===== src/rtl/mem_port_arbiter_pkg.sv =====
// Shared definitions for the memory port arbiter: state encodings, owner select
// constants and the round-robin owner choice.
package mem_port_arbiter_pkg;

    localparam logic [1:0] ST_IDLE  = 2'd0;
    localparam logic [1:0] ST_OWN_A = 2'd1;
    localparam logic [1:0] ST_OWN_B = 2'd2;

    localparam logic OWNER_A = 1'b0;
    localparam logic OWNER_B = 1'b1;

    // With both ports requesting, the port that did not own the memory last wins.
    function automatic logic pick_owner(
        input logic a_req,
        input logic b_req,
        input logic last_owner
    );
        if (a_req && b_req) begin
            return ~last_owner;
        end
        return b_req ? OWNER_B : OWNER_A;
    endfunction

    function automatic logic [1:0] owner_state(input logic owner);
        return (owner == OWNER_B) ? ST_OWN_B : ST_OWN_A;
    endfunction

endpackage


===== src/rtl/mem_port_arbiter_mux.sv =====
// 32-bit 2:1 datapath mux steered by the arbiter owner select.
module Mux32Bit2To1
    import mem_port_arbiter_pkg::*;
(
    input  logic [31:0] in_a,
    input  logic [31:0] in_b,
    input  logic        sel,
    output logic [31:0] out_y
);

    assign out_y = (sel == OWNER_B) ? in_b : in_a;

endmodule


===== src/rtl/mem_port_arbiter.sv =====
// Round-robin arbiter sharing one single-ported memory between instruction fetch
// (port A) and data access (port B), with variable-latency handshake and timeout.
module mem_port_arbiter
    import mem_port_arbiter_pkg::*;
#(
    parameter int unsigned TIMEOUT = 16,
    parameter logic        FIRST_B = 1'b0
) (
    input  logic        Clk,
    input  logic        Reset_n,
    input  logic        a_req,
    input  logic [31:0] a_addr,
    output logic        a_done,
    output logic        a_err,
    output logic [31:0] a_rdata,
    input  logic        b_req,
    input  logic [31:0] b_addr,
    input  logic        b_we,
    input  logic [31:0] b_wdata,
    output logic        b_done,
    output logic        b_err,
    output logic [31:0] b_rdata,
    output logic        mem_en,
    output logic        mem_we,
    output logic [31:0] mem_addr,
    output logic [31:0] mem_wdata,
    input  logic [31:0] mem_rdata,
    input  logic        mem_ready,
    output logic        mux_sel
);

    localparam int unsigned CNT_W = (TIMEOUT > 2) ? $clog2(TIMEOUT) : 1;
    localparam logic [CNT_W-1:0] CNT_MAX = CNT_W'(TIMEOUT - 1);

    logic [1:0]       state_q, state_d;
    logic             mux_sel_q, mux_sel_d;
    logic             last_owner_q, last_owner_d;
    logic [CNT_W-1:0] cnt_q, cnt_d;
    logic             a_done_q, a_done_d;
    logic             a_err_q, a_err_d;
    logic             b_done_q, b_done_d;
    logic             b_err_q, b_err_d;
    logic [31:0]      a_rdata_q, a_rdata_d;
    logic [31:0]      b_rdata_q, b_rdata_d;

    logic own_a;
    logic own_b;
    logic other_req;
    logic grant_owner;

    assign own_a       = (state_q == ST_OWN_A);
    assign own_b       = (state_q == ST_OWN_B);
    assign other_req   = own_b ? a_req : b_req;
    assign grant_owner = pick_owner(a_req, b_req, last_owner_q);

    always_comb begin
        state_d      = state_q;
        mux_sel_d    = mux_sel_q;
        last_owner_d = last_owner_q;
        cnt_d        = cnt_q;
        a_done_d     = 1'b0;
        a_err_d      = 1'b0;
        b_done_d     = 1'b0;
        b_err_d      = 1'b0;
        a_rdata_d    = a_rdata_q;
        b_rdata_d    = b_rdata_q;

        case (state_q)
            ST_IDLE: begin
                // mem_ready is ignored here; mux_sel keeps the last owner until a grant.
                if (a_req || b_req) begin
                    state_d   = owner_state(grant_owner);
                    mux_sel_d = grant_owner;
                    cnt_d     = '0;
                end
            end

            ST_OWN_A, ST_OWN_B: begin
                if (mem_ready) begin
                    if (own_b) begin
                        b_rdata_d = mem_rdata;
                        b_done_d  = 1'b1;
                    end else begin
                        a_rdata_d = mem_rdata;
                        a_done_d  = 1'b1;
                    end
                    last_owner_d = own_b;
                    cnt_d        = '0;
                    // Hand straight over to a waiting port so mem_en never drops.
                    if (other_req) begin
                        state_d   = owner_state(~own_b);
                        mux_sel_d = ~own_b;
                    end else begin
                        state_d = ST_IDLE;
                    end
                end else if (cnt_q == CNT_MAX) begin
                    if (own_b) begin
                        b_err_d = 1'b1;
                    end else begin
                        a_err_d = 1'b1;
                    end
                    last_owner_d = own_b;
                    cnt_d        = '0;
                    state_d      = ST_IDLE;
                end else begin
                    cnt_d = cnt_q + CNT_W'(1);
                end
            end

            default: begin
                state_d = ST_IDLE;
                cnt_d   = '0;
            end
        endcase
    end

    always_ff @(posedge Clk or negedge Reset_n) begin
        if (!Reset_n) begin
            state_q      <= ST_IDLE;
            mux_sel_q    <= FIRST_B;
            last_owner_q <= ~FIRST_B;
            cnt_q        <= '0;
            a_done_q     <= 1'b0;
            a_err_q      <= 1'b0;
            b_done_q     <= 1'b0;
            b_err_q      <= 1'b0;
            a_rdata_q    <= '0;
            b_rdata_q    <= '0;
        end else begin
            state_q      <= state_d;
            mux_sel_q    <= mux_sel_d;
            last_owner_q <= last_owner_d;
            cnt_q        <= cnt_d;
            a_done_q     <= a_done_d;
            a_err_q      <= a_err_d;
            b_done_q     <= b_done_d;
            b_err_q      <= b_err_d;
            a_rdata_q    <= a_rdata_d;
            b_rdata_q    <= b_rdata_d;
        end
    end

    assign mem_en  = own_a | own_b;
    assign mem_we  = own_b & b_we;
    assign mux_sel = mux_sel_q;
    assign a_done  = a_done_q;
    assign a_err   = a_err_q;
    assign b_done  = b_done_q;
    assign b_err   = b_err_q;
    assign a_rdata = a_rdata_q;
    assign b_rdata = b_rdata_q;

    Mux32Bit2To1 u_addr_mux (
        .in_a  (a_addr),
        .in_b  (b_addr),
        .sel   (mux_sel_q),
        .out_y (mem_addr)
    );

    // Port A never writes, so its write-data leg is tied off.
    Mux32Bit2To1 u_wdata_mux (
        .in_a  ('0),
        .in_b  (b_wdata),
        .sel   (mux_sel_q),
        .out_y (mem_wdata)
    );

endmodule


===== config.mk =====
export PLATFORM = sky130hd
export DESIGN_NAME = mem_port_arbiter
export DESIGN_NICKNAME = d
export VERILOG_FILES = /design/src/rtl/mem_port_arbiter_pkg.sv /design/src/rtl/mem_port_arbiter_mux.sv /design/src/rtl/mem_port_arbiter.sv
export SDC_FILE = /design/constraint.sdc
export NUM_CORES = 1
export LEC_CHECK = 0
export BUFFER_PORTS_ARGS = -buffer_cell sky130_fd_sc_hd__buf_2
export CAP_MARGIN = 40
export CELL_PAD_IN_SITES_DETAIL_PLACEMENT = 1
export CELL_PAD_IN_SITES_GLOBAL_PLACEMENT = 2
export CORE_UTILIZATION = 24
export CTS_CLUSTER_DIAMETER = 60
export DETAILED_ROUTE_END_ITERATION = 10
export PLACE_DENSITY = 0.84
export SLEW_MARGIN = 20
export SYNTH_ARGS = -nofsm -noshare
export SYNTH_HDL_FRONTEND = slang
export SYNTH_SLANG_ARGS = --single-unit

===== constraint.sdc =====
create_clock -name Clk -period 2.6 [get_ports Clk]
set_input_delay 0.39 -clock Clk [delete_from_list [all_inputs] [get_ports Clk]]
set_output_delay 0.39 -clock Clk [all_outputs]
set_load 0.005 [all_outputs]

==> results of run 1 <==
layout by cell type, fill, tap and decap left out, types with 2 or more instances in the layout:
cell / synthesis / layout
o21ai_0: 8 / 8
dfrtp_1: 75 / 74
inv_1: 7 / 7
nor3b_1: 2 / 2
clkinvlp_4: 0 / 2
and3_1: 2 / 2
mux2i_1: 2 / 2
mux2_2: 66 / 66
a21oi_1: 2 / 2
nand2_1: 104 / 104
buf_4: 1 / 8
and2_1: 33 / 33
clkbuf_16: 0 / 9
buf_2: 12 / 267
ha_1: 5 / 5
bufinv_16: 0 / 2
nor2_1: 2 / 2
nand3_1: 2 / 2
flip-flops by register name, summed over array words and instances (netlist names):
name          cells
a_done            1
mux_sel           1
b_rdata          32
b_err             1
a_rdata          32
b_done            1
last_owner_q      1
state_q           2
cnt_q             4
a_err             1
how the worst min path moves through the flow:
| stage | start | cells after the start | end | slack (ns) |
|---|---|---|---|---|
| floorplan | Reset_n | 0 | a_done$_DFF_PN0_ | 0.09 |
| global placement | a_rdata[0]$_DFFE_PN0P_ | 2 | a_rdata[0]$_DFFE_PN0P_ | 0.45 |
| detailed placement | Reset_n | 1 | b_rdata[19]$_DFFE_PN0P_ | 0.40 |
| CTS | Reset_n | 1 | b_rdata[19]$_DFFE_PN0P_ | 0.04 |
| global route | Reset_n | 1 | b_rdata[16]$_DFFE_PN0P_ | 0.06 |
| finish | Reset_n | 1 | b_rdata[19]$_DFFE_PN0P_ | 0.03 |
cell type report:
cell class | count | area, um^2 | area share
clock buffers | 11 | 242.7 | 0.04381
clock inverters | 5 | 83.83 | 0.01513
inverters | 8 | 30.03 | 0.005420
multi-input cells | 241 | 1633 | 0.2947
flip-flops and latches | 76 | 1904 | 0.3437
well taps | 184 | 230.2 | 0.04155
repair buffers | 276 | 1416 | 0.2556
power by group through the flow:
| stage | Sequential [W] | Clock, W | Combinational, W |
|---|---|---|---|
| finish | 0.00211 | 0.00136 | 0.00268 |
| global route | 0.00220 | 0.00145 | 0.00295 |
| CTS | 0.00212 | 0.00140 | 0.00275 |
| detailed placement | 0.00213 | 0 | 0.00274 |
| global placement | 0.00208 | 0 | 0.00267 |
| floorplan | 0.00205 | 0 | 0.00145 |
cell families (layout without fill, tap and decap cells):
family	count (synthesis)	after routing	synth area share
simple gates	153	153	0.1964
flops	76	76	0.5195
mux	68	68	0.2083
buf+inv	27	300	0.03484
compound gates	15	15	0.02391
fa+ha+maj	5	5	0.01708
layer usage:
metal  up-vias  wire length (um)
met3         7              1152
met5         -                 0
met1      1654              5265
met4         0                81
met2       145              6646
li1       1661                 -
stage by stage:
stage	power (W)	utilization	setup slack, ns	hold slack, ns	cell area, um^2
after floorplan	0.003503	-	0.9130	0.09441	3664
after global placement	0.004751	0.3533	0.8027	0.4546	5194
after detailed placement	0.004866	0.3547	0.6938	0.4011	5214
after CTS	0.006274	0.3769	0.3715	0.03788	5540
after global routing	0.006602	0.3769	0.2390	0.06058	5540
final	0.006147	0.3769	0.4033	0.03033	5540
==> flow_metrics.tcl, run 1 <==
set metrics [dict create \
    internal_power_w 0.004000 \
    power_leakage_nw 3.057 \
    p_per_area_mw_per_mm2 1109 \
    critical_path_buf_inv_count 2 \
    gr-usage-all-layers 0.1671 \
    cp-start-kind "flip-flop" \
    reg2regPathDepth 7 \
    rrSetupSlack_ns 0.71 \
    io_pins 269 \
    maxCapViolations 0 \
    clock-root-buffer "clkbuf_16" \
    swShare 0.3493 \
    tritoncts "yes" \
    p_clk_frac 0.221 \
    ant_nets 0 \
    gp_congestion 0.8135 \
    drc 23 \
    path_cells "buf_4 -> and2_1 -> buf_2" \
    finalCritPeriodShare 0.8449 \
    wl_mm 13.15 \
    crit_required_ns 2.21 \
    vdd_drop_max_v 0.0004326 \
    synthDistinctLibCells 32 \
    maxSlewViolCount 0 \
    grt_pass1_vias 3731 \
    dr.first_iter.drc_count 91 \
    drt-wirelength-per-cell_um 16.41 \
    synth_edf_count 0 \
    dp.cells 785 \
    cp-startpoint "mux_sel$_DFFE_PN0P_" \
    grt_pass1_wl_mm 20.46 \
    violations "DRC" \
    die_h_um 125.6 \
    cts_setup_buffers 0 \
    cts_num_sinks 76 \
    cp_slowest_stage_delay_ns 0.87 \
    vias_per_cell 4.328 \
    finalHoldViolCount 0 \
    synthCells 344 \
    vias 3467 \
    rows 44 \
    critPathArrivalTime_ns 1.81 \
    period_needed_ns 2.197 \
    drive_gt1_frac 0.5883 \
    combPwrFrac 0.436 \
    layout.cells.non_filler 801 \
    finalNetCount 751 \
    tns_ns 0 \
    cp_slowest_cell "dfrtp_2" \
    grt_use_met2 0.2925 \
    antenna_found_initial 0 \
    die_w_um 125.6 \
    status "complete, but fails checks" \
    clk_latency_ns 0.33 \
    seqPwrFrac 0.343 \
    netlist_top_cells_area "dfrtp_1, mux2_2, nand2_1" \
    fillerInstances 1761 \
    skew_ns 0.009594 \
    busiest_layer "met2" \
    ctsResizeCount 0 \
    yosysTopAreaCell "dfrtp_1" \
    dr.pass1.iters 8 \
    reg2reg_to "a_rdata[29]$_DFFE_PN0P_" \
    htree_num_levels 3 \
    async_reset_ff_frac 1.000 \
    portBuffers 268 \
    crit-reg2reg-launch "state_q[1]$_DFFE_PN0P_" \
    area_growth_pct 51.23 \
    power.switching_w 0.002147 \
    start_util 0.2492 \
    setup_viol 0 \
    cts_hold_buf 0 \
    synth_top_area_share 0.5123 \
    holdCritPathClass "in -> async" \
    yosysWarnings 0 \
    die_area_mm2 0.01576 \
    grt-ovfl-total 0 \
    critPathKind "reg -> out" \
    diodes 0 \
    syn_nets 483 \
    core_area_mm2 0.01470 \
    ys_seq_area_frac 0.5195 \
    ys_seq_elements 76 \
    endpoint_kind "primary output" \
    met3_usage 0.04878 \
    clockBufferDepth 2 \
    cp_top_family "flip-flops" \
    syn_area_mm2 0.003664 \
    avgSynthCellArea_um2 10.65 \
    slew_headroom 0.4826 \
    grt_start_max_net_pins 42 \
    hpwlAfterDp_mm 10.61 \
    cp_num_cells 3 \
    clk_pin_slew_worst_paths_ns 0.06 \
    crit_end "mem_wdata[4]" \
    worst_pin_slew_ns 0.7760 \
    post-synth-top-count-cell "nand2_1" \
    path_max_fanout 41 \
    clock.fmax_mhz 455.2 \
    synth_common_cells "nand2_1, dfrtp_1, mux2_2" \
    cts_buffers 9 \
    grt_use_met1 0.1991 \
    rsz0062_at_grt "no" \
    synth_ff_type "dfrtp_1" \
]
Note: power is estimated with default switching activity, not from simulation.
==> run 2, diff against run 1 <==
CORE_UTILIZATION = 22   (was 24)
PLACE_DENSITY = 0.78   (was 0.84)
clock period = 2.1 ns   (was 2.6 ns; I/O delays follow)
==> run 2 against run 1 <==
Against the previous run: worst setup slack worse by 0.26 ns; worst hold slack got worse by 0.0060 ns; die area up 8.9%; final cell count grew 4.5%; via count fell by 0.12%; global-route usage is 1.5 points lower; critical path depth is the same; total power rose by 21%; the flow now finishes without violations; register-to-register slack worse by 0.45 ns; non-clock buffer count rose by 2.
==> flow_metrics.tcl, run 2 (same netlist as run 1, synthesis figures left out) <==
set metrics [dict create \
    drc 0 \
    clk_pin_slew_worst_paths_ns 0.06 \
    clock-root-buffer "clkbuf_16" \
    rrSetupSlack_ns 0.26 \
    grt-ovfl-total 0 \
    htree_num_levels 3 \
    grt_use_met2 0.2758 \
    grt_pass1_vias 3572 \
    final_common_cell "buf_2" \
    maxSlewViolCount 0 \
    path_max_fanout 36 \
    die_h_um 131.0 \
    hpwlAfterDp_mm 10.75 \
    clk_latency_ns 0.33 \
    finalHoldViolCount 0 \
    final_util 0.3466 \
    rsz0062_at_grt "no" \
    clock.fmax_mhz 511.2 \
    gr-usage-all-layers 0.1524 \
    cp-start-kind "flip-flop" \
    setup_viol 0 \
    busiest_layer "met2" \
    reg2reg_to "mux_sel$_DFFE_PN0P_" \
    fillerInstances 1928 \
    swShare 0.3606 \
    critPathKind "reg -> out" \
    start_util 0.2281 \
    cts_hold_buf 0 \
    antenna_found_initial 2 \
    reg2regPathDepth 7 \
    finalNetCount 753 \
    cts_buffers 9 \
    fin_ws_ns 0.1439 \
    p_clk_frac 0.195 \
    grt_use_met1 0.1731 \
    cts_setup_buffers 0 \
    p_total_w 0.007427 \
    die_area_mm2 0.01717 \
    cts_num_sinks 76 \
    grt_start_max_net_pins 53 \
    period_needed_ns 1.956 \
    dr.first_iter.drc_count 51 \
    layout_common_cells "buf_2, nand2_1, dfrtp_1" \
    finalCritPeriodShare 0.9315 \
    seqPwrFrac 0.342 \
    drive_gt1_frac 0.5913 \
    p_per_area_mw_per_mm2 1334 \
    clockBufferDepth 2 \
    vias_per_cell 4.137 \
    status "finished, final reports clean" \
    tritoncts "yes" \
    die_w_um 131.0 \
    io_pins 269 \
    wl_mm 13.46 \
    ctsResizeCount 0 \
    vias 3463 \
    tns_ns 0 \
    grt_pass1_wl_mm 19.51 \
    rows 46 \
    crit-reg2reg-launch "state_q[0]$_DFFE_PN0P_" \
    crit_required_ns 1.78 \
    met3_usage 0.04601 \
    holdCritPathClass "in -> async" \
    pre_cts_slack_ns 0.2402 \
    drt-wirelength-per-cell_um 16.08 \
    worst_pin_slew_ns 0.7106 \
    area_growth_pct 51.91 \
    internal_power_w 0.004749 \
    critPathArrivalTime_ns 1.64 \
    vdd_drop_max_v 0.0005987 \
    gp_congestion 0.7974 \
    ant_nets 0 \
    power_leakage_nw 3.056 \
    dr.pass1.iters 4 \
    power.switching_w 0.002678 \
    combPwrFrac 0.463 \
    skew_ns 0.005191 \
    endpoint_kind "primary output" \
    portBuffers 268 \
    core_area_mm2 0.01606 \
    slew_headroom 0.5263 \
    maxCapViolations 0 \
]
-- run 2: cell count changes in the layout (fill, tap and decap cells not counted) --
cell,change
clkbuf_1,-1
inv_6,-1
buf_12,+1
clkinv_4,+2
buf_4,+1
bufinv_16,-2
diode_2,+2
clkinv_2,+3
clkinvlp_4,-1
-- run 2: worst max-delay path by stage --
stage | from | end | slack (ns) | depth (start not counted)
finish | mux_sel$_DFFE_PN0P_ | mem_addr[11] | 0.14 | 3
global route | state_q[1]$_DFFE_PN0P_ | state_q[1]$_DFFE_PN0P_ | 0.08 | 7
CTS | mux_sel$_DFFE_PN0P_ | mem_addr[11] | 0.13 | 3
detailed placement | state_q[0]$_DFFE_PN0P_ | state_q[1]$_DFFE_PN0P_ | 0.24 | 7
global placement | state_q[1]$_DFFE_PN0P_ | mux_sel$_DFFE_PN0P_ | 0.31 | 7
floorplan | state_q[0]$_DFFE_PN0P_ | mux_sel$_DFFE_PN0P_ | 0.41 | 7
-- run 2: metrics by stage --
stage / instances / area, um^2 / hold WS [ns]
2_1_floorplan: 344 / 3664 / 0.01941
3_3_place_gp: 819 / 5281 / 0.4091
5_1_grt: 836 / 5563 / 0.07189
4_1_cts: 835 / 5560 / 0.05057
6_report: 837 / 5565 / 0.02429
3_5_place_dp: 819 / 5281 / 0.4191
-- run 2: routing by layer --
metal	up-vias	routed length, um	part of all wire
li1	1666	-	-
met1	1635	5338	0.40
met2	151	6844	0.51
met3	11	1186	0.088
met4	0	87	0.0065
met5	-	0	0
-- run 2: final cells by class --
cell class                      count  area [um^2]  share of cell area
Antenna cell                        2        5.005           0.0008993
Clock buffer                       10        239.0             0.04294
Clock inverter                      6        40.04            0.007194
Inverter                            8        30.03            0.005396
Multi-Input combinational cell    241         1633              0.2934
Sequential cell                    76         1904              0.3422
Tap cell                          216        270.3             0.04856
Timing Repair Buffer              278         1444              0.2594
-- run 2: critical path: stages (launching register included) --
cell and delay [ns]:
dfrtp_2 0.55, buf_12 0.24, mux2_2 0.37, buf_2 0.14
-- run 2: power by group through the flow --
| stage | clock network, W | registers, W | logic (W) |
|---|---|---|---|
| detailed placement | 0 | 0.00255 | 0.00354 |
| finish | 0.00145 | 0.00254 | 0.00344 |
| global placement | 0 | 0.00251 | 0.00344 |
| global route | 0.00158 | 0.00263 | 0.00385 |
| floorplan | 0 | 0.00254 | 0.00180 |
| CTS | 0.00152 | 0.00255 | 0.00355 |
==> run 3, diff against run 2 <==
CORE_UTILIZATION = 24   (was 22)
PLACE_DENSITY = 0.84   (was 0.78)
clock period = 2.35 ns   (was 2.1 ns; I/O delays follow)
==> run 3 against run 2 <==
Against the previous run: the run now ends with DRC left; total power fell by 9.2%; non-clock buffer count shrank 2; cell area is 0.38% lower; sequential share of layout area rose by 0.13 points; worst setup slack better by 0.16 ns; final cell count down 4.1%; via count increased by 1.6%; sequential power is 11% lower; largest cell class unchanged; largest power group unchanged.
==> flow_metrics.tcl, run 3 (same netlist as run 1, synthesis figures left out) <==
set metrics [dict create \
    status "complete, but fails checks" \
    violations "DRC" \
    grt-ovfl-total 0 \
    drt-wirelength-per-cell_um 16.02 \
    drive_gt1_frac 0.5851 \
    fin_ws_ns 0.3074 \
    reg2regPathDepth 7 \
    pre_cts_slack_ns 0.2614 \
    rows 44 \
    maxSlewViolCount 0 \
    clk_pin_slew_worst_paths_ns 0.06 \
    p_per_area_mw_per_mm2 1217 \
    finalCritPeriodShare 0.8692 \
    cp_slowest_stage_delay_ns 0.52 \
    wl_mm 12.86 \
    vias_per_cell 4.381 \
    ant_nets 0 \
    vias 3518 \
    tritoncts "yes" \
    cts_num_sinks 76 \
    cts_setup_buffers 0 \
    core_area_mm2 0.01470 \
    p_total_w 0.006745 \
    clk_latency_ns 0.33 \
    cts_buffers 9 \
    placed_cell_area_mm2 0.005219 \
    dr.pass1.iters 7 \
    critical_path_buf_inv_count 3 \
    rsz0062_at_grt "no" \
    layout_common_cells "buf_2, nand2_1, dfrtp_1" \
    slew_headroom 0.6607 \
    drc 46 \
    worstHoldStart "mem_rdata[21]" \
    gp_congestion 0.8599 \
    cp_slowest_cell "ha_1" \
    finalHoldViolCount 0 \
    dr.first_iter.drc_count 73 \
    path_max_fanout 19 \
    vdd_drop_max_v 0.0005514 \
    tns_ns 0 \
    grt_pass1_vias 3804 \
    skew_ns 0.006835 \
    holdCritPathClass "in -> reg" \
    clock.fmax_mhz 489.6 \
    clockBufferDepth 2 \
    period_needed_ns 2.043 \
    hpwlAfterDp_mm 10.41 \
    min_to "a_rdata[21]$_DFFE_PN0P_" \
    finalNetCount 751 \
    critPathArrivalTime_ns 2.26 \
    path_cells "inv_1 -> ha_1 -> nand3b_4 -> clkinv_1 -> buf_4 -> a21oi_1 -> o41ai_1" \
    clock-root-buffer "clkbuf_16" \
    cp_top_family "adder cells" \
    reg2reg_to "state_q[1]$_DFFE_PN0P_" \
    critPathKind "reg -> reg" \
    io_pins 269 \
    crit_required_ns 2.57 \
    die_area_mm2 0.01576 \
    stdcell_area_mm2 0.005544 \
    start_util 0.2492 \
    grt_pass1_wl_mm 20.47 \
    rrSetupSlack_ns 0.31 \
    crit-reg2reg-launch "state_q[1]$_DFFE_PN0P_" \
    power_leakage_nw 3.058 \
    antenna_found_initial 1 \
    cp-start-kind "flip-flop" \
    area_growth_pct 51.33 \
    portBuffers 268 \
    hold_depth 3 \
    hold_ws_ns 0.2279 \
    grt_start_max_net_pins 48 \
    maxCapViolations 0 \
    final_common_cell "buf_2" \
    worst_pin_slew_ns 0.5089 \
    die_h_um 125.6 \
    gr-usage-all-layers 0.1668 \
    die_w_um 125.6 \
    htree_num_levels 3 \
    endpoint_kind "flip-flop" \
    setup_viol 0 \
]
run 3: changes by cell type in the layout (fill, tap and decap cells not counted):
cell / change
buf_4: -3
clkbuf_1: +2
dlygate4sd3_1: +1
clkinv_2: -1
clkbuf_8: -1
clkinv_4: -2
bufinv_16: +2
run 3: what timing repair did:
item / CTS / global route
endpoints found under the hold margin: 3 / 0
endpoints found under the setup margin: 0 / 0
hold buffers: 1 / 0
gates resized for setup: 0 / 0
run 3: power by group:
group	leakage, nW	total [W]	switching (W)	internal (W)
registers	0.935	0.00226	0.000344	0.00192
logic	1.97	0.00304	0.00149	0.00156
clock network	0.150	0.00144	0.000515	0.000926
total	3.06	0.00675	0.00234	0.00440
run 3: worst max path at each step:
stage / depth (start not counted) / slack (ns) / start / end
2_1_floorplan: 7 / 0.66 / state_q[0]$_DFFE_PN0P_ / mux_sel$_DFFE_PN0P_
3_3_place_gp: 7 / 0.37 / state_q[1]$_DFFE_PN0P_ / state_q[1]$_DFFE_PN0P_
3_5_place_dp: 7 / 0.26 / state_q[1]$_DFFE_PN0P_ / state_q[1]$_DFFE_PN0P_
4_1_cts: 7 / 0.24 / state_q[0]$_DFFE_PN0P_ / state_q[1]$_DFFE_PN0P_
5_1_grt: 7 / 0.05 / state_q[1]$_DFFE_PN0P_ / state_q[1]$_DFFE_PN0P_
6_report: 7 / 0.31 / state_q[1]$_DFFE_PN0P_ / state_q[1]$_DFFE_PN0P_
run 3: worst min-delay path: cells and delay by family:
family                 cells  cell delay [ns]
buffers and inverters      1             0.09
AND/OR/NAND/NOR            2             0.08
run 3: metal layers:
layer  GRT usage  vias to the layer above  wire [um]
met3     0.04835                       10       1039
met5           0                        -          0
met1      0.1975                     1690       5151
li1            -                     1663          -
met2      0.2941                      155       6566
met4     0.04304                        0        105
run 3: final cells by class:
cell class / instances / area, um^2
fill: 1742 / 9155
sequential: 76 / 1904
multi-input combinational: 241 / 1633
timing repair buffer: 276 / 1431
clock buffer: 11 / 232.7
tap: 184 / 230.2
clock inverter: 5 / 77.57
inverter: 8 / 30.03
antenna: 2 / 5.005
run 3: through the flow:
stage               utilization  instances
floorplan                     -        344
global placement         0.3550        784
detailed placement       0.3550        784
CTS                      0.3768        801
global route             0.3770        802
finish                   0.3772        803
